$ cat config.mk
export PLATFORM = sky130hd
export DESIGN_NAME = instr_fetch_unit
export DESIGN_NICKNAME = d
export VERILOG_FILES = /design/src/rtl/fetch_pkg.sv /design/src/rtl/next_pc_calc.sv /design/src/rtl/instr_fetch_unit.sv
export SDC_FILE = /design/constraint.sdc
export NUM_CORES = 1
export LEC_CHECK = 0
export BUFFER_PORTS_ARGS = -buffer_cell sky130_fd_sc_hd__buf_2
export CAP_MARGIN = 20
export CORE_AREA = 10 10 118 173
export DETAILED_ROUTE_END_ITERATION = 12
export DIE_AREA = 0 0 128 183
export PLACE_DENSITY = 0.72
export SYNTH_ARGS = -nofsm -noshare
export SYNTH_HDL_FRONTEND = slang
export SYNTH_SLANG_ARGS = --single-unit
$ cat constraint.sdc
create_clock -name clk -period 3.7 [get_ports clk]
set_input_delay 0.925 -clock clk [delete_from_list [all_inputs] [get_ports clk]]
set_output_delay 0.925 -clock clk [all_outputs]
set_load 0.01 [all_outputs]
$ cat src/rtl/fetch_pkg.sv
// fetch_pkg: shared definitions for the instruction fetch stage.
//   - state_e         : fetch FSM states
//   - OP_*            : opcodes the next-PC logic cares about
//   - DEFAULT_RESET_PC: PC loaded on reset unless overridden
package fetch_pkg;

    typedef enum logic [1:0] {
        S_REQ     = 2'd0,
        S_ISSUE   = 2'd1,
        S_RESOLVE = 2'd2
    } state_e;

    localparam logic [5:0] OP_BEQ = 6'b100011;
    localparam logic [5:0] OP_BNE = 6'b100111;
    localparam logic [5:0] OP_J   = 6'b111000;
    localparam logic [5:0] OP_JAL = 6'b111001;

    localparam logic [31:0] DEFAULT_RESET_PC = 32'h0000_0000;

endpackage

$ cat src/rtl/next_pc_calc.sv
// next_pc_calc: combinational next-PC selection.
//   pc_plus4 (in,32) : address of the sequential successor
//   instr    (in,32) : current instruction word
//   branch   (in,1)  : decoder says beq/bne
//   jump     (in,1)  : decoder says j/jal (wins over branch)
//   zero     (in,1)  : ALU zero flag for the current instruction
//   pc_next  (out,32): selected next PC (low bits cleared by the caller)
module next_pc_calc (
    input  logic [31:0] pc_plus4,
    input  logic [31:0] instr,
    input  logic        branch,
    input  logic        jump,
    input  logic        zero,
    output logic [31:0] pc_next
);

    logic [31:0] br_off;
    logic [31:0] jmp_tgt;
    logic        taken;
    logic [4:0]  unused_opc;

    // Opcode bit 2 separates bne (100111) from beq (100011).
    assign taken      = branch & (instr[28] ? ~zero : zero);
    assign br_off     = {{14{instr[15]}}, instr[15:0], 2'b00};
    assign jmp_tgt    = {pc_plus4[31:28], instr[25:0], 2'b00};
    assign unused_opc = {instr[31:29], instr[27:26]};

    always_comb begin
        pc_next = pc_plus4;
        if (jump) begin
            pc_next = jmp_tgt;
        end else if (taken) begin
            pc_next = pc_plus4 + br_off;
        end
    end

endmodule

$ cat src/rtl/instr_fetch_unit.sv
// instr_fetch_unit: multi-cycle fetch stage feeding the opcode decoder.
// One instruction in flight: request -> issue to decoder -> wait for execute.
//   clk, rst_n            : clock (rising edge), async active-low reset
//   imem_req/imem_addr    : level read request to instruction memory, addr = pc
//   imem_valid/imem_rdata : memory response, honoured only while requesting
//   instr/opcode          : latched instruction and its opcode field
//   instr_valid/ready     : handshake towards the decoder
//   branch/jump/zero      : control for next-PC, sampled with ex_done
//   ex_done               : execute complete, honoured only in S_RESOLVE
//   pc/pc_plus4           : current PC and its successor (jal link value)
//   retired               : completed-instruction count (wraps)
module instr_fetch_unit
    import fetch_pkg::*;
#(
    parameter logic [31:0] RESET_PC = DEFAULT_RESET_PC
) (
    input  logic        clk,
    input  logic        rst_n,
    output logic        imem_req,
    output logic [31:0] imem_addr,
    input  logic        imem_valid,
    input  logic [31:0] imem_rdata,
    output logic [31:0] instr,
    output logic [5:0]  opcode,
    output logic        instr_valid,
    input  logic        instr_ready,
    input  logic        branch,
    input  logic        jump,
    input  logic        zero,
    input  logic        ex_done,
    output logic [31:0] pc,
    output logic [31:0] pc_plus4,
    output logic [31:0] retired
);

    state_e      state_q, state_d;
    logic [31:0] pc_q, instr_q, retired_q;
    logic        start_q;
    logic [31:0] pc_next;
    logic        fetch_hit;
    logic        resolve_hit;

    // start_q holds off the first request for one cycle after reset release,
    // so a response left over from before reset can never be latched.
    assign fetch_hit   = (state_q == S_REQ) && start_q && imem_valid;
    assign resolve_hit = (state_q == S_RESOLVE) && ex_done;

    next_pc_calc u_next_pc (
        .pc_plus4 (pc_plus4),
        .instr    (instr_q),
        .branch   (branch),
        .jump     (jump),
        .zero     (zero),
        .pc_next  (pc_next)
    );

    // State register
    always_ff @(posedge clk or negedge rst_n) begin
        if (!rst_n) begin
            state_q <= S_REQ;
        end else begin
            state_q <= state_d;
        end
    end

    // Next-state logic
    always_comb begin
        state_d = state_q;
        case (state_q)
            S_REQ:     if (fetch_hit)   state_d = S_ISSUE;
            S_ISSUE:   if (instr_ready) state_d = S_RESOLVE;
            S_RESOLVE: if (ex_done)     state_d = S_REQ;
            default:                    state_d = S_REQ;
        endcase
    end

    // Output logic
    always_comb begin
        imem_req    = (state_q == S_REQ) && start_q;
        instr_valid = (state_q == S_ISSUE);
    end

    // Datapath registers
    always_ff @(posedge clk or negedge rst_n) begin
        if (!rst_n) begin
            start_q   <= 1'b0;
            pc_q      <= {RESET_PC[31:2], 2'b00};
            instr_q   <= 32'h0;
            retired_q <= 32'h0;
        end else begin
            start_q <= 1'b1;
            if (fetch_hit) begin
                instr_q <= imem_rdata;
            end
            if (resolve_hit) begin
                pc_q      <= pc_next & ~32'd3;
                retired_q <= retired_q + 32'd1;
            end
        end
    end

    assign pc        = pc_q;
    assign pc_plus4  = pc_q + 32'd4;
    assign imem_addr = pc_q;
    assign instr     = instr_q;
    assign opcode    = instr_q[31:26];
    assign retired   = retired_q;

endmodule
==> flow_metrics.env <==
export IMPL_yosysSeqAreaShare=0.356
export IMPL_clkSinkCount=97
export IMPL_ir_drop_v=0.000538
export IMPL_dieArea_sq_um=23400
export IMPL_place_hpwl_um=17200
export IMPL_postRouteAntennaNets=0
export IMPL_clkTransAtPathRegs_ns=0.08
export IMPL_worstPathCellList="nand3_2 -> or3_4 -> buf_4 -> nor2_4 -> buf_4 -> xnor2_2 -> ha_1 -> nand3_2 -> or2_1 -> a211oi_2 -> o211ai_2 -> a311oi_2 -> nor3b_4 -> a41oi_2 -> xnor2_1 -> a221o_1"
export IMPL_switching_share=0.471
export IMPL_dieHeight_um=183
export IMPL_critPathSlowestCell="dfrtp_1"
export IMPL_syn_area_sq_um=6810
export IMPL_r2r_cells=16
export IMPL_antenna_diode_count=0
export IMPL_drt_iter0_markers=260
export IMPL_io_buffer_count=201
export IMPL_power_switching_mw=3.75
export IMPL_die_width_um=128
export IMPL_worstHoldPathType="reg -> reg"
export IMPL_area_growth_pct=28.0
export IMPL_pwr_share_clk=0.123
export IMPL_drive_above_1_share=0.384
export IMPL_slew_violations=0
export IMPL_setup_worst_path_start="imem_addr[7]$_DFFE_PN0P_"
export IMPL_core_sq_um=17300
export IMPL_viasPerCell=5.46
export IMPL_ys_warn_count=0
export IMPL_place_area_sq_um=8120
export IMPL_grt_pass1_vias=6578
export IMPL_synth_cell_types=75
export IMPL_crit_path_end_kind="flop"
export IMPL_fillers=1642
export IMPL_antenna_found_initial=0
export IMPL_initial_core_util=0.394
export IMPL_worstPathArrival_ns=3.87
export IMPL_final_seq_area_sq_um=2430
export IMPL_drtPass1Iterations=5
export IMPL_ioPinCount=208
export IMPL_max_cap_viol_count=0
export IMPL_grt_overflow=0
export IMPL_vias=6354
export IMPL_skew_ns=0.0102
export IMPL_reg2reg_slack_ns=0.08
export IMPL_grt_usage=0.183
export IMPL_cts_tree="done"
export IMPL_fmax_mhz=276
export IMPL_final_period_utilization=0.979
export IMPL_synth_top_area_frac=0.356
export IMPL_critPathRequiredTime_ns=3.95
export IMPL_hold_viol=0
export IMPL_power_leakage_nw=4.31
export IMPL_async_flop_share=1.00
export IMPL_hold_buffers=0
export IMPL_crit_cells=16
export IMPL_final_cells=1164
export IMPL_rows=59
export IMPL_worstReg2RegStart="imem_addr[7]$_DFFE_PN0P_"
export IMPL_p_comb_frac=0.657
export IMPL_synth_flop_cell="dfrtp_1"
export IMPL_power_density_nw_per_um2=912
export IMPL_critPathTopFamily="simple AND/OR/NAND/NOR gates"
export IMPL_cts_root_buf="clkbuf_16"
export IMPL_slew_headroom=0.394
export IMPL_grt_max_degree=51
export IMPL_tightest_slew_ns=0.908
export IMPL_place_inst=1136
export IMPL_yosysMostFrequentCell="dfrtp_1"
export IMPL_netlist_instances=733
export IMPL_crit_type="reg -> reg"
export IMPL_post_route_min_period_ns=3.62
export IMPL_pre_cts_ws_ns=0.0307
export IMPL_gp_congestion=0.955
export IMPL_finalSetupViolCount=0
export IMPL_final_setup_tns_ns=0
export IMPL_rsz0062_at_grt="yes"
export IMPL_drc_errors=0
export IMPL_synth_common_cells="dfrtp_1 (97), nand2_1 (81), xnor2_1 (54), buf_4 (42)"
export IMPL_numCtsBuffers=9
export IMPL_post_synth_cell_area_avg_sq_um=9.29
export IMPL_holdWs_ns=0.469
export IMPL_h_tree_depth=3
export IMPL_cp_start_kind="flop"
export IMPL_post_drt_wl_per_cell_um=19.0
export IMPL_finalInstanceArea_sq_um=8720
export IMPL_ys_top_cells_by_area="dfrtp_1 (36%), xnor2_1 (6.9%), ha_1 (6.8%)"
export IMPL_synth_edf_count=0
export IMPL_setup_slack_ns=0.0763
export IMPL_yosys_area_top_type="dfrtp_1"
export IMPL_final_nets=1024
export IMPL_wirelength_um=22100
export IMPL_crit_fanout=3
export IMPL_critical_path_endpoint="imem_addr[28]$_DFFE_PN0P_"
export IMPL_multi_input_area_sq_um=4160
export IMPL_cpPeakStageDelay_ns=0.38
export IMPL_ys_ff_latch=97
export IMPL_clk_latency_ns=0.37
export IMPL_grt_pass1_wl_um=34700
export IMPL_critPathBufInv=2
export IMPL_clock_path_buffers=2
export IMPL_intPower_mw=4.21
export IMPL_pwr_share_seq=0.221
export IMPL_reg2reg_to="imem_addr[28]$_DFFE_PN0P_"
export IMPL_outcome="completed"
==> what timing repair did <==
action	in CTS	in global routing
endpoints found under the setup margin	1	16
resized for setup	0	36
pin swaps	0	24
setup buffers	0	12
==> placed cells by master, fill, tap and decap left out, drive strengths merged, types with 3 or more instances in the layout <==
cell     synthesis  routed
clkbuf          22       9
nand2           81      81
nand4           11      11
xor2            27      27
a31oi            7       7
o21bai           5       5
inv             14      17
o211ai          12      12
nand2b           3       3
o21ai           49      49
o22ai            4       4
nor3             8       8
clkinv           1       5
or3              6       6
buf             46     265
dfrtp           97      97
and4             4       4
o21a             6       6
ha              37      37
mux2            32      32
a2111oi          3       3
a21oi           33      33
conb             2       7
and2             6       6
a21o            20      20
xnor2           56      56
nand3           30      30
and3            22      22
a211oi          13      13
or2              3       3
nor2            39      39
o31ai            3       3
a211o            5       5
==> stage by stage <==
step	utilization	total power, mW
detailed placement	0.470	6.69
finish	0.505	7.95
global placement	0.470	6.63
floorplan	-	5.03
global route	0.505	8.57
CTS	0.488	7.69
==> worst reg2reg max path, stage by stage (launching register included) <==
cell      delay (ns)
dfrtp_1         0.38
nand3_2         0.11
or3_4           0.34
buf_4           0.16
nor2_4          0.09
buf_4           0.13
xnor2_2         0.08
ha_1            0.32
nand3_2         0.10
or2_1           0.26
a211oi_2        0.27
o211ai_2        0.13
a311oi_2        0.31
nor3b_4         0.26
a41oi_2         0.15
xnor2_1         0.15
a221o_1         0.29
==> metal layers <==
metal  up-vias  share of wire  global-route usage
li1       2993              -                   -
met1      3100           0.37               0.190
met2       205           0.53               0.331
met3        56          0.059              0.0450
met4         0          0.043              0.0930
met5         -              0                   0
==> cells by family (layout without fill, tap and decap cells) <==
family / Yosys count / after routing / synth area share
adder cells (fa/ha/maj): 38 / 38 / 0.0709
multiplexers: 33 / 33 / 0.0544
other: 2 / 7 / 0.00110
AND/OR/NAND/NOR: 220 / 220 / 0.158
AO/OA/AOI/OAI: 177 / 177 / 0.180
flip-flops: 97 / 97 / 0.356
buffers and inverters: 83 / 296 / 0.0703
XOR/XNOR: 83 / 83 / 0.109
==> power groups by stage <==
stage	clock, mW	combinational [mW]	sequential, mW
6_report	0.976	5.22	1.75
2_1_floorplan	0	3.17	1.86
3_5_place_dp	0	4.93	1.76
4_1_cts	1.00	4.96	1.74
5_1_grt	1.04	5.73	1.80
3_3_place_gp	0	4.88	1.74
==> worst min path at each step <==
stage	from	end	slack [ns]	depth (start not counted)
6_report	retired[31]$_DFFE_PN0P_	retired[31]$_DFFE_PN0P_	0.47	1
5_1_grt	retired[11]$_DFFE_PN0P_	retired[11]$_DFFE_PN0P_	0.51	1
4_1_cts	retired[31]$_DFFE_PN0P_	retired[31]$_DFFE_PN0P_	0.47	1
3_5_place_dp	retired[31]$_DFFE_PN0P_	retired[31]$_DFFE_PN0P_	0.46	1
3_3_place_gp	retired[31]$_DFFE_PN0P_	retired[31]$_DFFE_PN0P_	0.46	1
2_1_floorplan	retired[31]$_DFFE_PN0P_	retired[31]$_DFFE_PN0P_	0.51	1
==> state kept, by name, summed over array words and instances, names as in the netlist <==
signal,flops
state_q,2
retired,32
start_q,1
instr,32
imem_addr,30
==> area by class of cell <==
| cell class | instances | share of cell area |
|---|---|---|
| Clock buffer | 9 | 0.0258 |
| Clock inverter | 7 | 0.00933 |
| Inverter | 15 | 0.00646 |
| Multi-Input combinational cell | 558 | 0.477 |
| Sequential cell | 97 | 0.278 |
| Tap cell | 213 | 0.0306 |
| Timing Repair Buffer | 265 | 0.172 |
No activity file was read; power rests on OpenSTA's default activity.
